`src/rtl/divider_unit_rv_if.sv`:
```
// -----------------------------------------------------------------------------
// divider_unit_rv_if
// Handshake bundle between the mult/div dispatch logic (master) and the
// divide engine (slave).
//
//   in_valid / in_ready    operand handshake (master -> slave)
//   usigned                1 = unsigned divide, 0 = signed divide
//   dividend / divisor     operands, WIDTH bits
//   out_valid / out_ready  result handshake (slave -> master)
//   quotient / reminder    results, WIDTH bits
//   div_by_zero            result came from a zero divisor
//   overflow               result came from signed MIN / -1
// -----------------------------------------------------------------------------
interface divider_unit_rv_if #(
  parameter int WIDTH = 32
);
  logic             in_valid;
  logic             in_ready;
  logic             usigned;
  logic [WIDTH-1:0] dividend;
  logic [WIDTH-1:0] divisor;
  logic             out_valid;
  logic             out_ready;
  logic [WIDTH-1:0] quotient;
  logic [WIDTH-1:0] reminder;
  logic             div_by_zero;
  logic             overflow;

  modport master (
    output in_valid, usigned, dividend, divisor, out_ready,
    input  in_ready, out_valid, quotient, reminder, div_by_zero, overflow
  );

  modport slave (
    input  in_valid, usigned, dividend, divisor, out_ready,
    output in_ready, out_valid, quotient, reminder, div_by_zero, overflow
  );
endinterface

```
`src/rtl/divider_unit_rv.sv`:
```
// -----------------------------------------------------------------------------
// divider_unit_rv
// Iterative restoring divider, signed or unsigned, retiring BITS_PER_CYCLE
// quotient bits per cycle. RISC-V M-extension corner cases (divide by zero,
// signed MIN / -1) bypass the iteration and raise status flags.
//
// Parameters
//   WIDTH           operand/result width, multiple of BITS_PER_CYCLE, >= 8
//   BITS_PER_CYCLE  quotient bits per CALC cycle: 1, 2 or 4
//
// Ports
//   clk   system clock, rising edge
//   rst   asynchronous active-high reset; aborts any operation in flight
//   bus   divider_unit_rv_if.slave handshake bundle (operands, results, flags)
//   busy  high whenever the FSM is not in IDLE
//
// state | meaning
// ------+-------------------------------------------------------------
// IDLE  | in_ready=1, waiting for operands
// CALC  | restoring iterations, N = WIDTH/BITS_PER_CYCLE cycles
// FIX   | apply result signs (or corner-case values), register outputs
// DONE  | result presented; held until out_valid & out_ready
// -----------------------------------------------------------------------------
module divider_unit_rv #(
  parameter int WIDTH          = 32,
  parameter int BITS_PER_CYCLE = 1
) (
  input  logic               clk,
  input  logic               rst,
  divider_unit_rv_if.slave   bus,
  output logic               busy
);

  localparam int N  = WIDTH / BITS_PER_CYCLE;
  localparam int CW = $clog2(N + 1);
  localparam logic [WIDTH-1:0] MIN_VAL = {1'b1, {(WIDTH-1){1'b0}}};

  typedef enum logic [1:0] {
    IDLE = 2'd0,
    CALC = 2'd1,
    FIX  = 2'd2,
    DONE = 2'd3
  } state_t;

  state_t           state;
  logic [CW-1:0]    cnt;
  logic [WIDTH-1:0] rem_q;     // partial remainder between iterations
  logic [WIDTH-1:0] quo_q;     // dividend shifting out, quotient shifting in
  logic [WIDTH-1:0] dvs_q;     // |divisor|
  logic             neg_quo;
  logic             neg_rem;
  logic             dz_pend;
  logic             ov_pend;

  logic             in_ready_q;
  logic             out_valid_q;
  logic [WIDTH-1:0] quotient_q;
  logic [WIDTH-1:0] reminder_q;
  logic             dz_q;
  logic             ov_q;

  assign bus.in_ready    = in_ready_q;
  assign bus.out_valid   = out_valid_q;
  assign bus.quotient    = quotient_q;
  assign bus.reminder    = reminder_q;
  assign bus.div_by_zero = dz_q;
  assign bus.overflow    = ov_q;

  // Operand conditioning at accept time. MIN has no positive counterpart in
  // WIDTH signed bits, but -MIN == MIN is exactly |MIN| read as unsigned.
  logic             dvd_neg;
  logic             dvs_neg;
  logic [WIDTH-1:0] abs_dvd;
  logic [WIDTH-1:0] abs_dvs;
  logic             dvs_zero;
  logic             sgn_ovf;

  assign dvd_neg  = !bus.usigned && bus.dividend[WIDTH-1];
  assign dvs_neg  = !bus.usigned && bus.divisor[WIDTH-1];
  assign abs_dvd  = dvd_neg ? -bus.dividend : bus.dividend;
  assign abs_dvs  = dvs_neg ? -bus.divisor  : bus.divisor;
  assign dvs_zero = (bus.divisor == '0);
  assign sgn_ovf  = !bus.usigned && (bus.dividend == MIN_VAL) && (bus.divisor == '1);

  // BITS_PER_CYCLE restoring steps per clock. The shifted remainder needs
  // WIDTH+1 bits because it can reach 2*divisor-1 before the subtract.
  logic [WIDTH-1:0] r_nx;
  logic [WIDTH-1:0] q_nx;
  logic [WIDTH:0]   r_sh;

  always_comb begin
    r_nx = rem_q;
    q_nx = quo_q;
    r_sh = '0;
    for (int i = 0; i < BITS_PER_CYCLE; i++) begin
      r_sh = {r_nx, q_nx[WIDTH-1]};
      q_nx = {q_nx[WIDTH-2:0], 1'b0};
      if (r_sh >= {1'b0, dvs_q}) begin
        r_sh    = r_sh - {1'b0, dvs_q};
        q_nx[0] = 1'b1;
      end
      // after a restoring step the remainder is below the divisor, so the
      // top bit is always zero here
      r_nx = r_sh[WIDTH-1:0];
    end
  end

  always_ff @(posedge clk or posedge rst) begin
    if (rst) begin
      state       <= IDLE;
      cnt         <= '0;
      rem_q       <= '0;
      quo_q       <= '0;
      dvs_q       <= '0;
      neg_quo     <= 1'b0;
      neg_rem     <= 1'b0;
      dz_pend     <= 1'b0;
      ov_pend     <= 1'b0;
      in_ready_q  <= 1'b1;
      out_valid_q <= 1'b0;
      busy        <= 1'b0;
      quotient_q  <= '0;
      reminder_q  <= '0;
      dz_q        <= 1'b0;
      ov_q        <= 1'b0;
    end else begin
      case (state)
        IDLE: begin
          if (bus.in_valid) begin
            in_ready_q <= 1'b0;
            busy       <= 1'b1;
            dvs_q      <= abs_dvs;
            cnt        <= CW'(N);
            if (dvs_zero) begin
              // raw dividend passes through untouched, in both modes
              quo_q   <= '1;
              rem_q   <= bus.dividend;
              neg_quo <= 1'b0;
              neg_rem <= 1'b0;
              dz_pend <= 1'b1;
              ov_pend <= 1'b0;
              state   <= FIX;
            end else if (sgn_ovf) begin
              quo_q   <= MIN_VAL;
              rem_q   <= '0;
              neg_quo <= 1'b0;
              neg_rem <= 1'b0;
              dz_pend <= 1'b0;
              ov_pend <= 1'b1;
              state   <= FIX;
            end else begin
              quo_q   <= abs_dvd;
              rem_q   <= '0;
              neg_quo <= dvd_neg ^ dvs_neg;
              neg_rem <= dvd_neg;
              dz_pend <= 1'b0;
              ov_pend <= 1'b0;
              state   <= CALC;
            end
          end
        end

        CALC: begin
          rem_q <= r_nx;
          quo_q <= q_nx;
          cnt   <= cnt - 1'b1;
          if (cnt == CW'(1)) begin
            state <= FIX;
          end
        end

        FIX: begin
          quotient_q <= neg_quo ? -quo_q : quo_q;
          reminder_q <= neg_rem ? -rem_q : rem_q;
          dz_q       <= dz_pend;
          ov_q       <= ov_pend;
          state      <= DONE;
        end

        DONE: begin
          // out_valid is registered off DONE entry, so the first DONE cycle
          // is a settle cycle for the freshly registered results
          if (!out_valid_q) begin
            out_valid_q <= 1'b1;
          end else if (bus.out_ready) begin
            out_valid_q <= 1'b0;
            in_ready_q  <= 1'b1;
            busy        <= 1'b0;
            state       <= IDLE;
          end
        end

        default: begin
          state       <= IDLE;
          in_ready_q  <= 1'b1;
          out_valid_q <= 1'b0;
          busy        <= 1'b0;
        end
      endcase
    end
  end

endmodule

```
`src/flat_wrapper.sv`:
```
// flat-port wrapper written by rule: the top's interface ports become plain ports
module divider_unit_rv_flat 
#(
  parameter int WIDTH          = 32,
  parameter int BITS_PER_CYCLE = 1
)
  (clk, rst, busy, bus_in_valid, bus_usigned, bus_dividend, bus_divisor, bus_out_ready, bus_in_ready, bus_out_valid, bus_quotient, bus_reminder, bus_div_by_zero, bus_overflow);
  divider_unit_rv_if #(.WIDTH(WIDTH)) bus_i ();
  input  logic clk;
  input  logic rst;
  output logic busy;
  input wire logic [$bits(bus_i.in_valid)-1:0] bus_in_valid;
  input wire logic [$bits(bus_i.usigned)-1:0] bus_usigned;
  input wire logic [$bits(bus_i.dividend)-1:0] bus_dividend;
  input wire logic [$bits(bus_i.divisor)-1:0] bus_divisor;
  input wire logic [$bits(bus_i.out_ready)-1:0] bus_out_ready;
  output wire logic [$bits(bus_i.in_ready)-1:0] bus_in_ready;
  output wire logic [$bits(bus_i.out_valid)-1:0] bus_out_valid;
  output wire logic [$bits(bus_i.quotient)-1:0] bus_quotient;
  output wire logic [$bits(bus_i.reminder)-1:0] bus_reminder;
  output wire logic [$bits(bus_i.div_by_zero)-1:0] bus_div_by_zero;
  output wire logic [$bits(bus_i.overflow)-1:0] bus_overflow;
  assign bus_i.in_valid = bus_in_valid;
  assign bus_i.usigned = bus_usigned;
  assign bus_i.dividend = bus_dividend;
  assign bus_i.divisor = bus_divisor;
  assign bus_i.out_ready = bus_out_ready;
  assign bus_in_ready = bus_i.in_ready;
  assign bus_out_valid = bus_i.out_valid;
  assign bus_quotient = bus_i.quotient;
  assign bus_reminder = bus_i.reminder;
  assign bus_div_by_zero = bus_i.div_by_zero;
  assign bus_overflow = bus_i.overflow;
  divider_unit_rv #(.WIDTH(WIDTH), .BITS_PER_CYCLE(BITS_PER_CYCLE)) u_core (.clk(clk), .rst(rst), .bus(bus_i), .busy(busy));
endmodule
```
`config.mk`:
```
export PLATFORM = sky130hd
export DESIGN_NAME = divider_unit_rv_flat
export DESIGN_NICKNAME = d
export VERILOG_FILES = /design/src/rtl/divider_unit_rv_if.sv /design/src/rtl/divider_unit_rv.sv /design/src/flat_wrapper.sv
export SDC_FILE = /design/constraint.sdc
export NUM_CORES = 1
export LEC_CHECK = 0
export ABC_AREA = 1
export CAP_MARGIN = 10
export CORE_MARGIN = 4
export CORE_UTILIZATION = 53
export CTS_CLUSTER_DIAMETER = 100
export DETAILED_ROUTE_END_ITERATION = 7
export PLACE_DENSITY = 0.76
export SYNTH_ARGS = -nofsm -noshare
export SYNTH_HDL_FRONTEND = slang
export SYNTH_SLANG_ARGS = --single-unit
```
`constraint.sdc`:
```
create_clock -name clk -period 6 [get_ports clk]
set_clock_uncertainty 0.15 [all_clocks]
set_input_delay 1.2 -clock clk [delete_from_list [all_inputs] [get_ports clk]]
set_output_delay 1.2 -clock clk [all_outputs]
set_load 0.005 [all_outputs]
```
==> flow_summary.yaml <==
setup_path:
  r2r_cells: 12
  worst_r2r_endpoint: "u_core.rem_q[21]$_DFFE_PP0P_"
  setup.worst_path.end_class: "flip-flop"
  reg2reg_from: "u_core.rem_q[9]$_DFFE_PP0P_"
  worst_path_maximum_fanout: 27
  critPathKind: "in -> reg"
  critical_path_arrival_ns: 3.94
  required_ns: 6.17
  critical_path.startpoint_type: "input port"
  reg2reg_setup_slack_ns: 2.45
timing:
  relative_slew_slack_pct: 33.5
  grt_setup_unrepaired: "no"
  tns_ns: 0
  slew_viol_final: 0
  crit_share_post_route_pct: 62.8
  finalHoldViolCount: 0
  final.min_clock_period_ns: 3.77
  max_clock_freq_mhz: 265
  worst-slew-pin-transition_ns: 0.998
  worst_hold_slack_across_all_endpoints_ns: 0.326
  setup_viol: 0
  post-route-worst-setup-slack_ns: 2.23
hold_path:
  min_from: "u_core.bus.overflow$_DFFE_PP0P_"
  holdPathStages: 2
  hold_class: "reg -> reg"
  hold-path-endpoint: "u_core.bus.overflow$_DFFE_PP0P_"
yosys:
  synth.largest_area_cell: "sky130_fd_sc_hd__dfrtp_1"
  synth.net_count: 2263
  async_flop_share_pct: 100
  synth-main-ff-cell: "sky130_fd_sc_hd__dfrtp_1"
  synth.area.top_cells: "sky130_fd_sc_hd__dfrtp_1 (31%), sky130_fd_sc_hd__nand2_1 (16%), sky130_fd_sc_hd__inv_1 (8.3%), sky130_fd_sc_hd__nor2_1 (6.6%), sky130_fd_sc_hd__nand3_1 (5.3%)"
  post_synth.cell_area_avg_um2: 6.60
  netlist_area_pre_place_um2: 14200
  ys_ff_latch: 177
  post-synth-top-area-fraction_pct: 31.0
  ys.warnings.count: 0
  yosys.cell_types.count: 53
  synth_cells: 2150
  seq_area_frac_synth_pct: 31.2
  number_of_enable_flip_flop_cells_after_synthesis: 0
drt:
  drt_first_pass_iters: 5
  number_of_design_rule_violations_left_after_detail_routing: 0
  number_of_routed_nets_with_antenna_violations: 0
  via_density_per_instance: 5.56
  routed-via-count: 14400
  drt_iter0_markers: 1489
  finalWirelength_um: 47300
  routed_wire_length_per_instance_um: 18.3
finish:
  area_added_between_synthesis_and_finish_pct: 14.6
  fillCellCount: 2538
  antenna-diode-count: 0
  nets: 2357
  multiInputGateArea_um2: 8190
  utilization_pct: 62.1
  area_used_by_sequential_logic_in_the_layout_um2: 4430
  final_layout_size_suffix_gt1_share_pct: 6.12
global_route:
  antenna_violations_before_repair: 0
  gr-usage-all-layers_pct: 32.0
  grt_overflow_total: 0
  first_global_vias: 13500
  maximum_number_of_pins_on_one_net_before_global_route_repair: 178
  grt_first_pass_wirelength_um: 74000
power:
  p_leak_uw: 0.00791
  power_uw: 10100
  pwr_density_cell_nw_per_um2: 618
  ir_worst_vdd_mv: 0.425
floorplan:
  fp.dieArea_um2: 29500
  core_um2: 26200
  die_height_um: 172
  start_util_pct: 54.2
  placementRows: 59
  die_w_um: 172
  pin_count: 138
placement:
  portBuffers: 137
  dp_slack_ns: 1.98
  gpl.final_weighted_congestion: 1.01
  place_hpwl_um: 36900
cts:
  clock_latency_ns: 0.44
  cts-buffers-inserted: 17
  cts_tree: "built"
  cts.clk_slew.worst_paths_ns: 0.08
  cts_root_buf: "sky130_fd_sc_hd__clkbuf_16"
  hold_buffers: 0
  tritoncts_num_sinks: 177
  h_tree_level_count: 4
  bufs_on_longest_clock_path: 2
  post_cts.resized_instances: 0
  cts_post_setup_buffers_inserted: 0
flow_run:
  timing.max_cap.violations: 0
outcome:
  outcome: "finished, final reports clean"
==> placed cells by master (no fill, tap or decap), types with 21 or more instances in the layout <==
cell type and instances:
sky130_fd_sc_hd__o21ai_0 125, sky130_fd_sc_hd__clkdlybuf4s50_1 137, sky130_fd_sc_hd__xor2_1 80, sky130_fd_sc_hd__ha_1 42, sky130_fd_sc_hd__xnor2_1 23, sky130_fd_sc_hd__a21oi_2 21
sky130_fd_sc_hd__nand3_1 150, sky130_fd_sc_hd__dfrtp_1 176, sky130_fd_sc_hd__nor3_1 33, sky130_fd_sc_hd__a21oi_1 57, sky130_fd_sc_hd__inv_1 312, sky130_fd_sc_hd__a31oi_1 22
sky130_fd_sc_hd__nand4_1 38, sky130_fd_sc_hd__nor2_1 247, sky130_fd_sc_hd__nand2_1 600
==> per-layer routing <==
layer  vias up  wire [um]  track usage [%]
li1       7020          -                -
met1      6658      20900             46.4
met2       658      20500             48.8
met3        80       4420             5.33
met4         0       1470             10.3
met5         -          0                0
==> final cells by class <==
class	instances	share of cell area, %
inverter	322	7.47
multi-input combinational	1580	50.3
tap	335	2.58
clock buffer	17	2.61
sequential	177	27.2
clock inverter	14	0.869
timing repair buffer	146	8.92
==> synthesized netlist by cell type (6+ instances only) <==
cell / instances
sky130_fd_sc_hd__buf_2: 11
sky130_fd_sc_hd__dfrtp_1: 176
sky130_fd_sc_hd__xor2_1: 80
sky130_fd_sc_hd__and2_1: 6
sky130_fd_sc_hd__nand3_1: 150
sky130_fd_sc_hd__nor2_2: 9
sky130_fd_sc_hd__a31oi_2: 15
sky130_fd_sc_hd__nand3b_1: 19
sky130_fd_sc_hd__o21ai_1: 19
sky130_fd_sc_hd__nand4_1: 38
sky130_fd_sc_hd__xnor2_1: 23
sky130_fd_sc_hd__clkbuf_1: 45
sky130_fd_sc_hd__o21ai_0: 125
sky130_fd_sc_hd__inv_1: 313
sky130_fd_sc_hd__ha_1: 43
sky130_fd_sc_hd__a31oi_1: 22
sky130_fd_sc_hd__nor3_1: 33
sky130_fd_sc_hd__o21ai_2: 10
sky130_fd_sc_hd__inv_2: 6
sky130_fd_sc_hd__nand2_1: 600
sky130_fd_sc_hd__a21oi_1: 57
sky130_fd_sc_hd__a21oi_2: 21
sky130_fd_sc_hd__nor2_1: 248
sky130_fd_sc_hd__buf_6: 9
==> through the flow <==
step                      std cells  area [um2]
after floorplan                2150       14200
after global placement         2560       15700
after detailed placement       2560       15700
after CTS                      2591       16300
after global routing           2591       16300
final                          2591       16300
==> where the power goes <==
part / total [uW] / switching (uW) / internal (uW)
Clock: 1120 / 573 / 551
Combinational: 6460 / 4090 / 2360
Sequential: 2470 / 671 / 1800
==> how the worst max path moves through the flow <==
| stage | to | startpoint | depth (start not counted) | slack, ns |
|---|---|---|---|---|
| finish | u_core.quo_q[28]$_DFFE_PP0P_ | bus_usigned | 9 | 2.23 |
| global route | u_core.quo_q[28]$_DFFE_PP0P_ | bus_usigned | 9 | 2.16 |
| CTS | u_core.quo_q[28]$_DFFE_PP0P_ | bus_usigned | 9 | 2.35 |
| detailed placement | u_core.quo_q[26]$_DFFE_PP0P_ | bus_usigned | 13 | 1.98 |
| global placement | u_core.dvs_q[1]$_DFFE_PP0P_ | bus_divisor[31] | 6 | 1.93 |
| floorplan | u_core.bus.div_by_zero$_DFFE_PP0P_ | rst | 1 | 2.38 |
==> worst max-delay path, stage by stage <==
cell and delay [ns]:
sky130_fd_sc_hd__clkdlybuf4s50_1 0.59, sky130_fd_sc_hd__inv_1 0.09, sky130_fd_sc_hd__nand2_1 0.44, sky130_fd_sc_hd__clkinv_1 0.75
sky130_fd_sc_hd__nand2_1 0.32, sky130_fd_sc_hd__nand2_1 0.11, sky130_fd_sc_hd__xor2_1 0.16, sky130_fd_sc_hd__a21oi_1 0.19
sky130_fd_sc_hd__nor2_1 0.07
==> kinds of logic (layout without fill, tap and decap cells) <==
logic type	count (synthesis)	in the layout	synth area share (%)
simple gates	1139	1139	34.5
buf+inv	393	499	11.2
compound gates	294	294	12.7
flops	177	177	31.2
xor+xnor	103	103	6.36
fa+ha+maj	44	44	3.93
==> flip-flops by register name, summed over array words and instances, names as in the netlist, 2 cells and up <==
| signal | count |
|---|---|
| u_core.quo_q | 32 |
| u_core.bus.quotient | 32 |
| u_core.cnt | 6 |
| u_core.state | 2 |
| u_core.dvs_q | 32 |
| u_core.bus.reminder | 32 |
| u_core.rem_q | 32 |
Note: power is estimated with default switching activity, not from simulation.
